File: src/rtl/stream_frame_writer.sv
// Video stream sink: checks sop/eop framing and writes pixels linearly into a frame buffer.
// Optional FRAME_DOUBLE_BUF_EN adds a bank bit to wr_addr and a disp_bank output.
module stream_frame_writer #(
  parameter int WIDTH  = 320,
  parameter int HEIGHT = 240,
  parameter int ADDR_W = 17,
  parameter int DATA_W = 12
) (
  input  logic              clk,
  input  logic              reset,
  input  logic [DATA_W-1:0] data_in,
  input  logic              sop_in,
  input  logic              eop_in,
  input  logic              valid_in,
  output logic              ready_out,
  input  logic              mem_ready,
  output logic              wr_en,
`ifdef FRAME_DOUBLE_BUF_EN
  output logic [ADDR_W:0]   wr_addr,
  output logic              disp_bank,
`else
  output logic [ADDR_W-1:0] wr_addr,
`endif
  output logic [DATA_W-1:0] wr_data,
  output logic              frame_done,
  output logic              frame_err
);

  localparam int N = WIDTH * HEIGHT;
  localparam logic [ADDR_W-1:0] LAST = ADDR_W'(N - 1);
  localparam logic [ADDR_W-1:0] ONE  = ADDR_W'(1);

  typedef enum logic [1:0] {WAIT_SOP, ACTIVE, OVERRUN} state_t;

  state_t              state_q, state_d;
  logic [ADDR_W-1:0]   cnt_q, cnt_d;
  logic                wr_en_q, wr_en_d;
  logic [ADDR_W-1:0]   addr_q, addr_d;
  logic [DATA_W-1:0]   data_q, data_d;
  logic                done_q, done_d;
  logic                err_q, err_d;
  logic                acc;

  assign ready_out = mem_ready && !reset;
  assign acc       = valid_in && ready_out;

  always_comb begin
    state_d = state_q;
    cnt_d   = cnt_q;
    wr_en_d = 1'b0;
    addr_d  = addr_q;
    data_d  = data_q;
    done_d  = 1'b0;
    err_d   = 1'b0;
    if (acc) begin
      case (state_q)
        WAIT_SOP, OVERRUN: begin
          if (sop_in) begin
            // A sop out of OVERRUN also closes the runaway frame as an error.
            wr_en_d = 1'b1;
            addr_d  = '0;
            data_d  = data_in;
            if (eop_in) begin
              state_d = WAIT_SOP;
              cnt_d   = '0;
              if (N == 1 && state_q == WAIT_SOP) done_d = 1'b1;
              else                               err_d  = 1'b1;
            end else begin
              err_d = (state_q == OVERRUN);
              if (N == 1) begin
                state_d = OVERRUN;
                cnt_d   = '0;
              end else begin
                state_d = ACTIVE;
                cnt_d   = ONE;
              end
            end
          end else if (eop_in && state_q == OVERRUN) begin
            err_d   = 1'b1;
            state_d = WAIT_SOP;
            cnt_d   = '0;
          end
        end
        ACTIVE: begin
          wr_en_d = 1'b1;
          data_d  = data_in;
          if (sop_in) begin
            err_d  = 1'b1;
            addr_d = '0;
            cnt_d  = ONE;
          end else if (eop_in) begin
            addr_d  = cnt_q;
            done_d  = (cnt_q == LAST);
            err_d   = (cnt_q != LAST);
            state_d = WAIT_SOP;
            cnt_d   = '0;
          end else if (cnt_q == LAST) begin
            addr_d  = LAST;
            state_d = OVERRUN;
          end else begin
            addr_d = cnt_q;
            cnt_d  = cnt_q + ONE;
          end
        end
        default: state_d = WAIT_SOP;
      endcase
    end
  end

  always_ff @(posedge clk) begin
    if (reset) begin
      state_q <= WAIT_SOP;
      cnt_q   <= '0;
      wr_en_q <= 1'b0;
      addr_q  <= '0;
      data_q  <= '0;
      done_q  <= 1'b0;
      err_q   <= 1'b0;
    end else begin
      state_q <= state_d;
      cnt_q   <= cnt_d;
      wr_en_q <= wr_en_d;
      addr_q  <= addr_d;
      data_q  <= data_d;
      done_q  <= done_d;
      err_q   <= err_d;
    end
  end

  assign wr_en      = wr_en_q;
  assign wr_data    = data_q;
  assign frame_done = done_q;
  assign frame_err  = err_q;

`ifdef FRAME_DOUBLE_BUF_EN
  logic bank_q;

  // Flip one cycle after frame_done so the final pixel still lands in the filled bank.
  always_ff @(posedge clk) begin
    if (reset) bank_q <= 1'b0;
    else       bank_q <= bank_q ^ done_q;
  end

  assign wr_addr   = {bank_q, addr_q};
  assign disp_bank = !bank_q;
`else
  assign wr_addr = addr_q;
`endif

endmodule

File: config.mk
export PLATFORM = sky130hd
export DESIGN_NAME = stream_frame_writer
export DESIGN_NICKNAME = d
export VERILOG_FILES = /design/src/rtl/stream_frame_writer.sv
export SDC_FILE = /design/constraint.sdc
export NUM_CORES = 1
export LEC_CHECK = 0
export BUFFER_PORTS_ARGS = -buffer_cell sky130_fd_sc_hd__buf_2
export CORE_ASPECT_RATIO = 0.8
export CORE_MARGIN = 5
export CORE_UTILIZATION = 50
export DETAILED_ROUTE_END_ITERATION = 7
export PLACE_DENSITY = 0.81
export SLEW_MARGIN = 20
export SYNTH_ARGS = -nofsm -noshare
export SYNTH_HDL_FRONTEND = slang
export SYNTH_SLANG_ARGS = --single-unit
File: constraint.sdc
create_clock -name clk -period 5.8 [get_ports clk]
set_input_delay 0.87 -clock clk [delete_from_list [all_inputs] [get_ports clk]]
set_output_delay 0.87 -clock clk [all_outputs]
set_load 0.05 [all_outputs]
# Yosys cells after proc, flatten, opt, wreduce, memory -nomap -nowiden
# Index checks and enable logic that the tools add are counted.
[totals]
regBits = 51
inputBits = 18
[op_classes]
addsub = 1
n_eq_ne = 9
n_mux = 29
bitwise = 3
n_reduce_logical = 12
[ops]
columns = ["operator", "n"]
rows = [
  ["2-to-1 mux 17 bit", 9],
  ["one-hot mux 17 bit (2 select lines)", 2],
  ["one-hot mux 12 bit (2 select lines)", 1],
  ["adder 17 x 1 -> 17 bit (second input constant)", 1],
  ["equality test 17 bit (second input constant)", 1],
  ["!= test 17 bit (second input constant)", 1],
  ["2-to-1 mux 12 bit", 1],
  ["2-to-1 mux 2 bit", 5],
  ["2-to-1 mux 1 bit", 8],
  ["AND reduction 4 bit", 2],
  ["!= test 3 bit (second input constant)", 2],
  ["OR reduction 5 bit", 1],
  ["!= test 2 bit (second input constant)", 2],
  ["!= test 4 bit (second input constant)", 1],
  ["one-hot mux 1 bit (2 select lines)", 2],
  ["one-hot mux 2 bit (2 select lines)", 1],
  ["OR reduction 2 bit", 2],
  ["logical AND 1 bit", 3],
  ["inverter 1 bit", 3],
  ["AND reduction 3 bit", 1],
  ["equality test 2 x 1 -> 1 bit (second input constant)", 1],
  ["equality test 2 bit (second input constant)", 1],
  ["logical NOT 2 bit", 1],
  ["nonzero test 2 bit", 1],
  ["logical NOT 1 bit", 1],
]

# Logic depth before layout (Yosys ltp)
[logic_depth]
depth_word = 5
ltp_mapped = 9
ltp_nobuf = 6

# Least setup slack after synthesis
# No wires, ideal clock.
[synth_path]
path_kind = "input -> output"
startpoint = "input port reset"
endpoint = "output port ready_out"
arrival_time_ns = 1.716
required_time_ns = 4.930
slack_ns = 3.214
stages = 2
path_cell_list = "buf_2 > nor2b_1"
[synth_via]
elab_chain_cells = 2
[synth_lines]
columns = ["element", "line", "text"]
rows = [
  ["start: declaration", "10", "input logic reset,"],
  ["logical NOT 1 bit", "44", "assign ready_out = mem_ready && !reset;"],
  ["logical AND 1 bit", "44", ""],
  ["end: declaration", "15", "output logic ready_out,"],
]
# No other way between the ends.

# Worst setup path in the final report
[layout_path]
startpoint = "input port reset"
endpoint = "register data_q[11] (netlist: wr_data[11])"
[layout_via]
elab_chain_cells = 4
[layout_lines]
columns = ["element", "line", "text"]
rows = [
  ["logical NOT 1 bit", "44", ""],
  ["logical AND 1 bit", "44", ""],
  ["logical AND 1 bit", "45", "assign acc = valid_in && ready_out;"],
  ["AND reduction 3 bit (no source line)", "-", ""],
  ["end signal: assignment", "124", "data_q <= data_d;"],
  ["end: declaration", "39", "logic [DATA_W-1:0] data_q, data_d;"],
]
# Several ways; a longest one is shown, not always the timed one.
# A chain may end at the register's enable or synchronous reset.

==> out/qor.txt <==
Status = finished, final reports clean
Hold buffers post-CTS = 0
RSZ-0062 raised after global routing = no
Final worst-path cycle share = 49.7%
Top cell type's share of synthesized area = 45.4%
Cell Rows = 21
Routed vias/inst = 5.72
Critical path's largest stage delay = 710 ps
Final Slew Violations = 0
Inserted Clock Buffers = 5
Synth warnings = 0
Skew-Pair Late Insertion Delay = 310 ps
Utilization after layout = 60.1%
Die X = 85.0 µm
CTS Sinks = 51
RR Startpoint = cnt_q[0]$_SDFFE_PP0P_
Fillers = 388
Vias = 2036
Ys async rst share = 0%
Fin crit period = 2880 ps
Grt ovf = 0
Antenna violations before repair = 0
Syn Nets = 279
CP Capture Point = wr_data[11]$_SDFFE_PP0P_
Max IR drop VDD = 0.162 mV
Worst reg2reg path depth = 6
CP Capture Type = flip-flop
Clk_skew = 6.93 ps
Io pins = 51
DR iter-0 viols = 127
Req. time, crit path = 5970 ps
Number of global-route vias before repair = 1777
Post-DRT Antenna Nets = 0
Setup CP Type = in2reg
Synth Register Bits = 51
Post-synth cell types = 49
Max_cap viols = 0
Antenna cells = 0
Most used DFF post-synth = dfxtp_1
Worst Max-Slew Pin Slew = 1010 ps
Register area share after synthesis = 45.4%
Leakage = 0.991 nW
Multi-input gate area = 0.00110 mm²
Storage element area = 0.00102 mm²
Global-route wire length before repair = 8690 µm
Total die area = 0.00595 mm²
Root buffer cell = clkbuf_8
Post-CTS Resized = 0
Ordered list of cells on the worst path = buf_2 > nand3b_4 > a21o_1 > inv_1 > nand2_1 > a21oi_1
Worst hold path type = reg2reg
Fmax achieved = 0.347 GHz
Layout area overhead = 13.8%
Net count, final = 317
RR Endpoint = cnt_q[7]$_SDFFE_PP0P_
Pre-Repair DR Iteration Count = 5
Synth area leaders = dfxtp_1 (45%), nand2_1 (6.0%), a21oi_1 (5.6%), a22oi_1 (4.7%), nor2_1 (4.3%)
Power, Total = 0.625 mW
Avg WL per Cell = 14.8 µm
Synth top cells by count = dfxtp_1 (51), nand2_1 (36), nor2_1 (26), a21oi_1 (25), a22oi_1 (14)
Final HPWL DP = 3800 µm
TritonCTS clock tree = built
Worst setup startpoint = reset
Chip Height = 70.0 µm
GPL Wtd Cong = 0.815
Detailed Route WL = 5260 µm
Slowest cell on crit path = a21o_1
Clock buffer depth = 2
PD cells = 244 mW/mm²
Setup violators final = 0
EDFF count, synth = 0
Area leader, netlist = dfxtp_1
Flop2flop setup slack = 3160 ps
Cells after synthesis = 260
Avg Cell Area, Syn = 8.65 µm²
PortBufs = 50
CP arrival = 3060 ps
Global-route usage over all layers = 17.8%
Share of cells above drive strength 1 = 23.1%
Initial core utilization = 52.9%
Core ar. = 0.00426 mm²
Mapped Area = 0.00225 mm²
Final hold violation count = 0
Clk slew on worst S/H paths = 90 ps
# DRC = 0
Setup TNS = 0 ps
Relative slew slack = 32.3%
Postcts setup bufs = 0
CP Max Fanout = 36
Largest net degree at the start of global routing = 37
H-tree depth = 2
Most common cell in the netlist = dfxtp_1
Worst Setup Start Kind = input port
-- cell families after synthesis --
family,Yosys count,share of synthesized area [%]
AND/OR/NAND/NOR,113,26.0
buffers and inverters,24,5.90
multiplexers,1,0.445
XOR/XNOR,4,1.56
flip-flops,51,45.4
AO/OA/AOI/OAI,66,20.1
adder cells (fa/ha/maj),1,0.556
-- area by class of cell --
class                           count  share of cell area, %
Sequential cell                    51                   39.9
Multi-Input combinational cell    185                   43.1
Clock inverter                      3                   1.08
Inverter                            5                  0.733
Clock buffer                        5                   2.69
Tap cell                           57                   2.79
Timing Repair Buffer               50                   9.78
-- where the power goes --
group | total [mW] | switching (mW) | internal [mW]
Sequential | 0.357 | 0.00357 | 0.354
Combinational | 0.0521 | 0.0376 | 0.0145
Clock | 0.216 | 0.127 | 0.0887
Total | 0.625 | 0.168 | 0.457
-- routing by layer --
layer  up-vias  routed length [µm]  track usage [%]  part of all wire (%)
met1       970                2420             25.9                    46
li1        998                   -                -                     -
met2        64                2440             26.1                    46
met3         4                 363             4.47                   6.9
met4         0                  36             4.75                  0.68
met5         -                   0                0                     0
-- stage by stage --
step | hold slack (ps) | worst slack (ps) | cells | instance area [µm²]
after CTS | 460 | 2950 | 356 | 2550
after global routing | 476 | 2610 | 356 | 2560
after detailed placement | 446 | 2630 | 348 | 2460
final | 458 | 2920 | 356 | 2560
after global placement | 441 | 2630 | 348 | 2460
after floorplan | 465 | 3210 | 260 | 2250
-- worst max-delay path, delay by kind of cell --
family / cells / cell delay (ps)
AO/OA/AOI/OAI: 2 / 780
buffers and inverters: 2 / 890
AND/OR/NAND/NOR: 2 / 500
-- state kept, by name, indices dropped and copies added (netlist names) --
| name | count |
|---|---|
| cnt_q | 17 |
| frame_done | 1 |
| frame_err | 1 |
| state_q | 2 |
| wr_addr | 17 |
| wr_data | 12 |
| wr_en | 1 |
-- cells in the final DEF (no fill, tap or decap), types with 2 or more instances in the layout --
| cell | instances |
|---|---|
| and3_1 | 2 |
| nand3b_1 | 2 |
| nor3_1 | 6 |
| o21ai_0 | 9 |
| a221oi_1 | 2 |
| or3_1 | 7 |
| clkbuf_8 | 5 |
| a211oi_1 | 3 |
| inv_1 | 5 |
| dfxtp_1 | 51 |
| o211ai_1 | 3 |
| buf_2 | 50 |
| a21oi_1 | 25 |
| xnor2_1 | 4 |
| nand3_1 | 6 |
| nand2_1 | 36 |
| nand2b_1 | 2 |
| nand4_1 | 5 |
| nor2_1 | 26 |
| a22oi_1 | 14 |
| nor4_1 | 3 |
| or4_1 | 4 |
| nor2b_1 | 2 |
-- worst min path at each step --
stage / startpoint / to / slack, ps / depth (start not counted)
floorplan: cnt_q[9]$_SDFFE_PP0P_ / cnt_q[9]$_SDFFE_PP0P_ / 460 / 2
global route: wr_addr[0]$_SDFFE_PP0P_ / wr_addr[0]$_SDFFE_PP0P_ / 480 / 2
CTS: wr_data[9]$_SDFFE_PP0P_ / wr_data[9]$_SDFFE_PP0P_ / 460 / 2
global placement: wr_data[9]$_SDFFE_PP0P_ / wr_data[9]$_SDFFE_PP0P_ / 440 / 2
detailed placement: wr_data[9]$_SDFFE_PP0P_ / wr_data[9]$_SDFFE_PP0P_ / 450 / 2
finish: wr_data[9]$_SDFFE_PP0P_ / wr_data[9]$_SDFFE_PP0P_ / 460 / 2
Note: power is estimated with default switching activity, not from simulation.
